===== config.mk =====
export PLATFORM = sky130hd
export DESIGN_NAME = ahb_two_master_arbiter
export DESIGN_NICKNAME = d
export VERILOG_FILES = /design/src/rtl/ahb_two_master_arbiter.sv
export SDC_FILE = /design/constraint.sdc
export NUM_CORES = 1
export LEC_CHECK = 0
export ABC_AREA = 1
export CELL_PAD_IN_SITES_DETAIL_PLACEMENT = 1
export CELL_PAD_IN_SITES_GLOBAL_PLACEMENT = 1
export CORE_MARGIN = 3
export CORE_UTILIZATION = 11
export DETAILED_ROUTE_END_ITERATION = 10
export PLACE_DENSITY = 0.9
export SLEW_MARGIN = 20
export SYNTH_ARGS = -nofsm -noshare
export SYNTH_HDL_FRONTEND = slang
export SYNTH_SLANG_ARGS = --single-unit

===== constraint.sdc =====
create_clock -name clk_i -period 1.46 [get_ports clk_i]
set_input_delay 0.292 -clock clk_i [delete_from_list [all_inputs] [get_ports clk_i]]
set_output_delay 0.292 -clock clk_i [all_outputs]
set_load 0.03 [all_outputs]

===== src/rtl/ahb_two_master_arbiter.sv =====
// Two-master AHB arbiter: M0 = CPU, M1 = host port, sharing one slave port.
// Define ARB_ROUND_ROBIN_EN to replace fixed M1 > M0 priority with round-robin.
module ahb_two_master_arbiter #(
    parameter int MAX_HOLD = 16,
    parameter int CNT_W    = 5
) (
    input  logic        clk_i,
    input  logic        rst_n,
    input  logic        m0_hbusreq_i,
    output logic        m0_hgrant_o,
    input  logic [31:0] m0_haddr_i,
    input  logic [1:0]  m0_htrans_i,
    input  logic        m0_hwrite_i,
    input  logic [2:0]  m0_hsize_i,
    input  logic [2:0]  m0_hburst_i,
    input  logic [31:0] m0_hwdata_i,
    input  logic        m1_hbusreq_i,
    output logic        m1_hgrant_o,
    input  logic [31:0] m1_haddr_i,
    input  logic [1:0]  m1_htrans_i,
    input  logic        m1_hwrite_i,
    input  logic [2:0]  m1_hsize_i,
    input  logic [2:0]  m1_hburst_i,
    input  logic [31:0] m1_hwdata_i,
    output logic [31:0] s_haddr_o,
    output logic [1:0]  s_htrans_o,
    output logic        s_hwrite_o,
    output logic [2:0]  s_hsize_o,
    output logic [2:0]  s_hburst_o,
    output logic [31:0] s_hwdata_o,
    input  logic        s_hready_i,
    input  logic [1:0]  s_hresp_i,
    input  logic [31:0] s_hrdata_i,
    output logic        hready_o,
    output logic [1:0]  hresp_o,
    output logic [31:0] hrdata_o,
    output logic        hmaster_o
);

    localparam logic [CNT_W-1:0] HOLD_MAX = CNT_W'(MAX_HOLD);

    typedef enum logic [1:0] {PARK_M0 = 2'd0, OWN_M0 = 2'd1, OWN_M1 = 2'd2} state_e;

    state_e           state_q, state_d;
    logic             addr_own_q, addr_own_d;
    logic             data_own_q, data_own_d;
    logic             data_act_q, data_act_d;
    logic [CNT_W-1:0] hold_cnt_q, hold_cnt_d;
    logic             gnt_idx_q, gnt_idx_d, grant_chg;
    logic             owner_req, other_req, bus_free, hold_hit;
`ifdef ARB_ROUND_ROBIN_EN
    logic             last_owner_q, last_owner_d;
`endif

    always_ff @(posedge clk_i) begin
        if (!rst_n) begin
            state_q    <= PARK_M0;
            addr_own_q <= 1'b0;
            data_own_q <= 1'b0;
            data_act_q <= 1'b0;
            hold_cnt_q <= '0;
`ifdef ARB_ROUND_ROBIN_EN
            last_owner_q <= 1'b1;
`endif
        end else begin
            state_q    <= state_d;
            addr_own_q <= addr_own_d;
            data_own_q <= data_own_d;
            data_act_q <= data_act_d;
            hold_cnt_q <= hold_cnt_d;
`ifdef ARB_ROUND_ROBIN_EN
            last_owner_q <= last_owner_d;
`endif
        end
    end

    // Next grant; arbitration only advances on edges where the slave is ready.
    always_comb begin
        gnt_idx_q = (state_q == OWN_M1);
        owner_req = gnt_idx_q ? m1_hbusreq_i : m0_hbusreq_i;
        other_req = gnt_idx_q ? m0_hbusreq_i : m1_hbusreq_i;
        bus_free  = (state_q == PARK_M0) || !owner_req;
        // A SEQ beat is never cut off mid-burst by the hold limit.
        hold_hit  = (MAX_HOLD != 0) && (hold_cnt_q == HOLD_MAX) && (s_htrans_o != 2'b11);
        state_d   = state_q;
        if (s_hready_i) begin
            if (bus_free) begin
                if (!m0_hbusreq_i && !m1_hbusreq_i)
                    state_d = PARK_M0;
                else if (m0_hbusreq_i && m1_hbusreq_i)
`ifdef ARB_ROUND_ROBIN_EN
                    state_d = last_owner_q ? OWN_M0 : OWN_M1;
`else
                    state_d = OWN_M1;
`endif
                else
                    state_d = m1_hbusreq_i ? OWN_M1 : OWN_M0;
            end else if (hold_hit && other_req) begin
                state_d = gnt_idx_q ? OWN_M0 : OWN_M1;
            end
        end
        gnt_idx_d = (state_d == OWN_M1);
        grant_chg = (gnt_idx_d != gnt_idx_q);
    end

    always_comb begin
        m0_hgrant_o = (state_q != OWN_M1);
        m1_hgrant_o = (state_q == OWN_M1);
    end

    // Ownership pipeline and hold counter.
    always_comb begin
        addr_own_d = addr_own_q;
        data_own_d = data_own_q;
        data_act_d = data_act_q;
        hold_cnt_d = hold_cnt_q;
        if (s_hready_i) begin
            addr_own_d = gnt_idx_q;
            data_own_d = addr_own_q;
            data_act_d = s_htrans_o[1];
            if (s_htrans_o[1] && (hold_cnt_q != HOLD_MAX))
                hold_cnt_d = hold_cnt_q + 1'b1;
        end
        if (grant_chg)
            hold_cnt_d = '0;
`ifdef ARB_ROUND_ROBIN_EN
        last_owner_d = grant_chg ? gnt_idx_d : last_owner_q;
`endif
    end

    always_comb begin
        s_haddr_o  = addr_own_q ? m1_haddr_i  : m0_haddr_i;
        s_htrans_o = !rst_n ? 2'b00 : (addr_own_q ? m1_htrans_i : m0_htrans_i);
        s_hwrite_o = addr_own_q ? m1_hwrite_i : m0_hwrite_i;
        s_hsize_o  = addr_own_q ? m1_hsize_i  : m0_hsize_i;
        s_hburst_o = addr_own_q ? m1_hburst_i : m0_hburst_i;
        s_hwdata_o = data_own_q ? m1_hwdata_i : m0_hwdata_i;
        hready_o   = s_hready_i;
        hresp_o    = s_hresp_i;
        hrdata_o   = s_hrdata_i;
        hmaster_o  = addr_own_q;
    end

endmodule


# Word-level counts from Yosys, hierarchy flattened
# Index checks and enable logic that the tools add are counted.
# word_totals
ff_bits	9
latchBits	0
ram_bits	0
romBits	0
in_bits	185
output_inout_bits	111
word_cells	41
n_memories	0
# op_classes
add_sub_neg	1
multipliers	0
div_mod_pow	0
order_cmp	0
n_eq_ne	7
shifts	0
mux	16
bitwise_logic	1
reduce_logical	12
# op_table
op	count
$mux W32	2
$mux W2	9
$mux W3	2
$add A5 B1 Y5 const B	1
$eq A5 B5 Y1 const B	1
$logic_and A1 B1 Y1	5
$ne A5 B5 Y1 const B	1
$eq A2 B2 Y1 const B	2
$ne A2 B2 Y1 const B	2
$logic_not A1 Y1	3
$mux W1	3
$logic_not A2 Y1	1
$reduce_and A2 Y1	1
$reduce_or A2 Y1	1
$logic_or A1 B1 Y1	1
$ne A1 B1 Y1	1
$not A1 Y1	1

# Longest topological paths before layout
# Gate-level depths: netlist of run 1.
# logic_depth
ltp_word	11
mapped_depth	13

# Worst setup path after synthesis of run 1
# No wires, ideal clock.
# synth_path
path_kind	reg-to-reg
start	register addr_own_q, in the netlist hmaster_o
end	register hold_cnt_q[4]
setup_time_ns	0.116
arrival_ns	1.593
required_time_ns	1.344
setup_slack_ns	-0.248
stages_incl_launch_ff	9
path_buffers	1
path_cell_list	dfxtp_1 buf_6 nand2_2 a21oi_4 nand3_4 nor2_4 nand3_1 xor2_1 nor2_1
# synth_between
elab_chain_cells	11
elab_cells_between_ends	13
classes_between	eq/ne: 3; mux: 5; reduce/logical: 5
# synth_rtl
item	line_no	source
start, declared	45	logic addr_own_q, addr_own_d;
start signal, assigned	67	addr_own_q <= addr_own_d;
$mux W2 * (2 in series)	133	s_htrans_o = !rst_n ? 2'b00 : (addr_own_q ? m1_htrans_i : m0_htrans_i);
net s_htrans_o[1]	26	output logic [1:0] s_htrans_o,
$ne A2 B2 Y1	84	hold_hit = (MAX_HOLD != 0) && (hold_cnt_q == HOLD_MAX) && (s_htrans_o != 2'b11);
$logic_and A1 B1 Y1	84	
$logic_and A1 B1 Y1	98	end else if (hold_hit && other_req) begin
$mux W2	98	
$mux W2	87	if (bus_free) begin
$mux W2	86	if (s_hready_i) begin
$eq A2 B2 Y1	102	gnt_idx_d = (state_d == OWN_M1);
$ne A1 B1 Y1	103	grant_chg = (gnt_idx_d != gnt_idx_q);
$reduce_or A2 Y1 (no line)	--	
end signal, assigned	70	hold_cnt_q <= hold_cnt_d;
end, declared	48	logic [CNT_W-1:0] hold_cnt_q, hold_cnt_d;
# Mark *: on every way through the listed nets, which the timed path passes. The rest lies on a longest branch.
# A chain may end at the register's enable or synchronous reset.

# Final worst setup path of run 1
# layout_path
start	register data_own_q
end	output port s_hwdata_o[20]
# layout_between
elab_chain_cells	1
# layout_rtl
item	line_no	source
start, declared	46	logic data_own_q, data_own_d;
start signal, assigned	68	data_own_q <= data_own_d;
$mux W32	137	s_hwdata_o = data_own_q ? m1_hwdata_i : m0_hwdata_i;
end, declared	30	output logic [31:0] s_hwdata_o,
# No other way between the ends.

==> flow_summary.toml, run 1 <==
[cts]
clock_path_buffers = 2
path_clk_slew_ns = 0.04
cts_hold_buf = 0
cts-root-buf = "clkbuf_16"
numCtsBuffers = 3
cts.sinks = 9
tritoncts = "done"
clock_latency_ns = 0.24
htreeDepth = 1

[sta]
finalCritPeriodShare_pct = 111.4
worstMarginPinSlew_ns = 0.3221
postLayoutSetupSlackWorst_ns = -0.1667
setup_viol_count_final = 76
max_freq_mhz = 614.7
whs_ns = 0.5439
fin_crit_ns = 1.627
slew_headroom_pct = 78.53
rsz0062_at_grt = "true"
finClkSkew_ns = 0.001364
hold_viol = 0
slew_viol_final = 0

[yosys]
yosys_warnings = 0
synth_seq_area_share_pct = 10.32
synth_top_area_share_pct = 28.15
ys_types = 28
synth_cells = 279
yosys.area.top_type = "nand2_1"
syn_avg_cell_area_um2 = 6.260
ys.flop_type = "dfxtp_1"
synthesis.nets = 466
synth_most_common_cell = "nand2_1"
synth-seq-cells = 9
synth_area_leaders = "nand2_1 (28%), mux2_2 (21%), buf_4 (15%)"
async_reset_ff_share_pct = 0
synth_commonest_cells = "nand2_1 (131), buf_4 (35), mux2_2 (32), inv_1 (11)"
synth.cell_area_mm2 = 0.001747
synth-edff-count = 0

[layout]
fin_cells = 725
fillers = 1752
nets = 701
drive_gt1_share_pct = 55.56
final_util_pct = 35.88
regArea_um2 = 191.4
area_growth_pct = 215.8
fin_area_mm2 = 0.005515
multi_input_area_mm2 = 0.001787

[job]
cap_violations = 0

[min_path]
hold_class = "flop to flop"

[critical_path]
crit_fanout = 8
slowest_delay_ns = 0.38
reg2reg_slack_ns = -0.08
crit_path_end_kind = "primary output"
path_buf_inv = 3
critPathSlowestCell = "dfxtp_4"
arrival_ns = 1.33
worstPathRequired_ns = 1.17
crit_chain = "buf_12 -> buf_16 -> mux2_4 -> buf_6"
cp_top_family = "buffers and inverters"
path_class = "flop to primary output"
worstSetupStartpointType = "flop"

[power]
powerDensity_mw_per_mm2 = 530.9
finalPower_mw = 2.928
peakVddDrop_mv = 0.5167
p_leak_nw = 2.569

[floorplan]
die_area_mm2 = 0.01743
std_cell_rows = 45
core-area_mm2 = 0.01537
die_w_um = 132.0
io_pins = 296
start_util_pct = 11.36
floorplan.die.height_um = 132.0

[drt]
dr.pass1.iters = 4
drtIter0Drc = 58
post_drt_via_cell_ratio = 3.757
ant_nets = 0
vias = 2724
wirelength_um = 12600
drc = 0
wl_per_cell_um = 17.38

[global_routing]
grtUsageTotal_pct = 13.55
grt_start_max_net_pins = 11
grt_pass1_wl_um = 18570
grt_overflow = 0
antenna_found_initial = 1
grt_pass1_vias = 3085

[place]
placed_area_mm2 = 0.003969
dp_cells = 690
gp_congestion = 0.7592
port_buffers = 227
hpwl_um = 8509

[run_status]
failed_checks = "negative setup slack"
status = "finished, violations left"
-- final cells by class --
class / instances / share of cell area (%)
repair buffers: 279 / 56.85
multi-input cells: 208 / 32.40
well taps: 211 / 4.787
flip-flops and latches: 9 / 3.471
clock buffers: 4 / 1.429
inverters: 13 / 1.021
diodes: 1 / 0.04537
-- worst min-delay path, cell delays in order, from the launching register on --
cell and delay (ns):
dfxtp_2 0.33, nand2_2 0.11, a21oi_1 0.07
-- layout by cell type (no fill, tap or decap), types with 9 or more instances in the layout --
| master | instances |
|---|---|
| clkdlybuf4s50_1 | 142 |
| buf_6 | 80 |
| nand2_2 | 53 |
| nand2_1 | 44 |
| nand2_4 | 41 |
| mux2_4 | 32 |
| buf_4 | 24 |
| buf_12 | 13 |
| buf_16 | 9 |
-- metal layers --
| layer | routed length [um] | global-route usage [%] | vias to the layer above |
|---|---|---|---|
| met5 | 0 | 0 | - |
| met4 | 118 | 1.575 | 0 |
| met3 | 772 | 3.206 | 11 |
| met2 | 6997 | 26.85 | 125 |
| met1 | 4712 | 14.91 | 1280 |
| li1 | - | - | 1308 |
-- flip-flops by register name (all words and copies together) (netlist names) --
signal	cells
state_q	2
hold_cnt_q	5
data_own_q	1
hmaster_o	1
-- worst paths after layout --
kind	from	to	depth (start not counted)
setup / recovery	data_own_q	s_hwdata_o[20]	4
hold / removal	state_q[1]	hmaster_o	2
setup reg to reg	hmaster_o	hold_cnt_q[0]	12
hold reg to reg	state_q[1]	hmaster_o	2
-- stage by stage --
step,worst slack [ns],setup TNS (ns)
floorplan,-0.08944,-0.1864
global placement,-0.3546,-2.504
detailed placement,-0.3641,-2.881
CTS,-0.1745,-8.809
global route,-0.1932,-11.44
finish,-0.1667,-8.009
-- where the power goes --
group / leakage, nW / internal, mW / switching [mW]
Combinational: 2.45 / 1.18 / 0.989
Clock: 0.0382 / 0.366 / 0.125
Sequential: 0.0759 / 0.257 / 0.0154
Total: 2.57 / 1.80 / 1.13
-- what timing repair did --
item                                    in CTS  in global routing
cloned                                      11                  1
buffers inserted                            17                  5
resized for setup                          284                 20
endpoints found under the setup margin      78                 79
pin swaps                                   44                  6
-- kinds of logic after synthesis --
group	Yosys count	synth area share [%]
simple gates	161	40.26
compound gates	8	2.937
flops	9	10.32
buf+inv	62	21.85
fa+ha+maj	2	1.432
xor+xnor	4	2.006
mux	33	21.20
Note: power is estimated with default switching activity, not from simulation.
==> run 2: changes to the inputs <==
--- a/config.mk
+++ b/config.mk
@@ -6,12 +6,13 @@
 export NUM_CORES = 1
 export LEC_CHECK = 0
 export ABC_AREA = 1
+export CAP_MARGIN = 30
 export CELL_PAD_IN_SITES_DETAIL_PLACEMENT = 1
 export CELL_PAD_IN_SITES_GLOBAL_PLACEMENT = 1
 export CORE_MARGIN = 3
-export CORE_UTILIZATION = 11
+export CORE_UTILIZATION = 13
 export DETAILED_ROUTE_END_ITERATION = 10
-export PLACE_DENSITY = 0.9
+export PLACE_DENSITY = 0.95
 export SLEW_MARGIN = 20
 export SYNTH_ARGS = -nofsm -noshare
 export SYNTH_HDL_FRONTEND = slang
==> constraint.sdc (replaced) <==
create_clock -name clk_i -period 2.1 [get_ports clk_i]
set_input_delay 0.42 -clock clk_i [delete_from_list [all_inputs] [get_ports clk_i]]
set_output_delay 0.42 -clock clk_i [all_outputs]
set_load 0.03 [all_outputs]
==> flow_summary.toml, run 2 (synthesis gave the netlist of run 1 again) <==
[run_status]
status = "finished, final reports clean"

[cts]
path_clk_slew_ns = 0.04
cts_hold_buf = 0
clock_latency_ns = 0.24
cts-root-buf = "clkbuf_16"
htreeDepth = 1
tritoncts = "done"
clock_path_buffers = 2
postCtsSetupBuffers = 0
cts.sinks = 9
numCtsBuffers = 3

[critical_path]
cp_top_family = "buffers and inverters"
crit_path_end_kind = "primary output"
r2r_start = "hmaster_o"
arrival_ns = 1.55
startpoint = "state_q[1]"
path_class = "flop to primary output"
worstSetupStartpointType = "flop"
crit_fanout = 7
worstPathRequired_ns = 1.68
worst-path-stages = 3
r2r-end = "hold_cnt_q[3]"
endpoint = "m1_hgrant_o"
reg2reg_slack_ns = 0.29
r2r.worst_path.cells = 12
crit_chain = "nand2_2 -> inv_1 -> clkdlybuf4s50_1"
slowest_delay_ns = 0.69
path_buf_inv = 2
critPathSlowestCell = "clkdlybuf4s50_1"

[power]
p_sw_mw = 0.6192
peakVddDrop_mv = 0.4389
finalPower_mw = 1.572
seqPwrFrac_pct = 12.0
combPwrFrac_pct = 65.9
powerDensity_mw_per_mm2 = 399.3
clockPowerShare_pct = 22.1
p_leak_nw = 1.804
internal_power_mw = 0.9530
swShare_pct = 39.38

[layout]
largest_register_ff_count = 5
final_cell_mix = "clkdlybuf4s50_1 (152), nand2_1 (131), buf_4 (67)"
fillers = 1572
final_util_pct = 30.58
n_antenna_cell = 0
drive_gt1_share_pct = 26.81
nets = 658
layout_commonest_cell = "clkdlybuf4s50_1"
area_growth_pct = 125.4
fin_cells = 642
top_regs = "hold_cnt_q x5, state_q x2"
regMostFlops = "hold_cnt_q"

[min_path]
hold_class = "flop to flop"
hold_depth = 2

[drt]
wirelength_um = 9588
wl_per_cell_um = 14.93
dr.pass1.iters = 3
drc = 0
ant_nets = 0
post_drt_via_cell_ratio = 3.787
vias = 2431
drtIter0Drc = 47

[floorplan]
io_pins = 296
std_cell_rows = 41
floorplan.die.height_um = 121.9
die_w_um = 121.9
die_area_mm2 = 0.01486
start_util_pct = 13.57
core-area_mm2 = 0.01288

[sta]
worstMarginPinSlew_ns = 0.3990
setup_viol_count_final = 0
slew_headroom_pct = 73.32
finClkSkew_ns = 0.0008531
fin_crit_ns = 1.966
rsz0062_at_grt = "false"
finalCritPeriodShare_pct = 93.60
max_freq_mhz = 508.7
slew_viol_final = 0
hold_viol = 0

[global_routing]
top_usage_layer = "met2"
use_met1_pct = 12.40
met2_usage_pct = 21.96
grt_pass1_vias = 2580
grtUsageTotal_pct = 11.68
grt_start_max_net_pins = 33
grt_pass1_wl_um = 13770
use_met3_pct = 3.621
antenna_found_initial = 0
grt_overflow = 0

[place]
gp_congestion = 0.7776
dp_cells = 638
port_buffers = 227
hpwl_um = 8356

[job]
cap_violations = 0
[run 2: cell types whose count changed in the layout (fill, tap and decap cells not counted), moves of 32 or more]
cell and change:
nand2_2 -47, buf_4 +43, buf_6 -80, nand2_4 -40, mux2_2 +32, nand2_1 +87
mux2_4 -32
[run 2: how the worst min path moves through the flow]
stage	start	end	slack [ns]
CTS	hold_cnt_q[1]	hold_cnt_q[1]	0.55
global route	hold_cnt_q[4]	hold_cnt_q[4]	0.59
detailed placement	hold_cnt_q[4]	hold_cnt_q[4]	0.52
finish	hold_cnt_q[1]	hold_cnt_q[1]	0.54
global placement	hold_cnt_q[4]	hold_cnt_q[4]	0.51
floorplan	hold_cnt_q[4]	hold_cnt_q[4]	0.50
[run 2: power by group through the flow]
stage	logic [mW]	registers (mW)	clock network, mW
3_3_place_gp	1.04	0.192	0
6_report	1.04	0.189	0.348
4_1_cts	1.05	0.189	0.359
3_5_place_dp	1.06	0.193	0
2_1_floorplan	0.614	0.188	0
5_1_grt	1.10	0.190	0.364
[run 2: layout make-up]
cell class	count	area, um2	share of cell area (%)
Clock buffer	4	78.83	2.002
Tap cell	172	215.2	5.466
Multi-Input combinational cell	208	1185	30.09
Timing Repair Buffer	236	2218	56.34
Inverter	13	56.30	1.430
Sequential cell	9	183.9	4.671
[run 2: worst register-to-register path: cells and delay by family (launching register included)]
kind	cells	cell delay, ns
buffers and inverters	2	0.41
flip-flops	1	0.40
AND/OR/NAND/NOR	10	0.93
[run 2: stage by stage]
stage,area (um2),worst slack [ns],hold slack (ns),setup TNS [ns]
after floorplan,1747,0.3915,0.4950,0
after CTS,3935,0.09307,0.5492,0
after detailed placement,3870,-0.009207,0.5217,-0.009207
final,3938,0.1343,0.5362,0
after global placement,3870,0.02866,0.5116,0
after global routing,3938,0.04734,0.5915,0
[run 2: what timing repair did]
action                                  CTS  global route
endpoints found under the setup margin   13             1
gates resized for setup                  14             1
gates cloned                              0             0
[run 2: routing by layer]
layer  vias up  part of all wire (%)
met3        15                   9.4
met2       105                    54
li1       1216                     -
met4         0                   2.1
met1      1095                    34
met5         -                     0
==> run 3: changes to the inputs <==
--- a/config.mk
+++ b/config.mk
@@ -13,7 +13,6 @@
 export CORE_UTILIZATION = 13
 export DETAILED_ROUTE_END_ITERATION = 10
 export PLACE_DENSITY = 0.95
-export SLEW_MARGIN = 20
 export SYNTH_ARGS = -nofsm -noshare
 export SYNTH_HDL_FRONTEND = slang
 export SYNTH_SLANG_ARGS = --single-unit
==> results of run 3 <==
Final layout, timing and power as in run 2 (identical DEF).
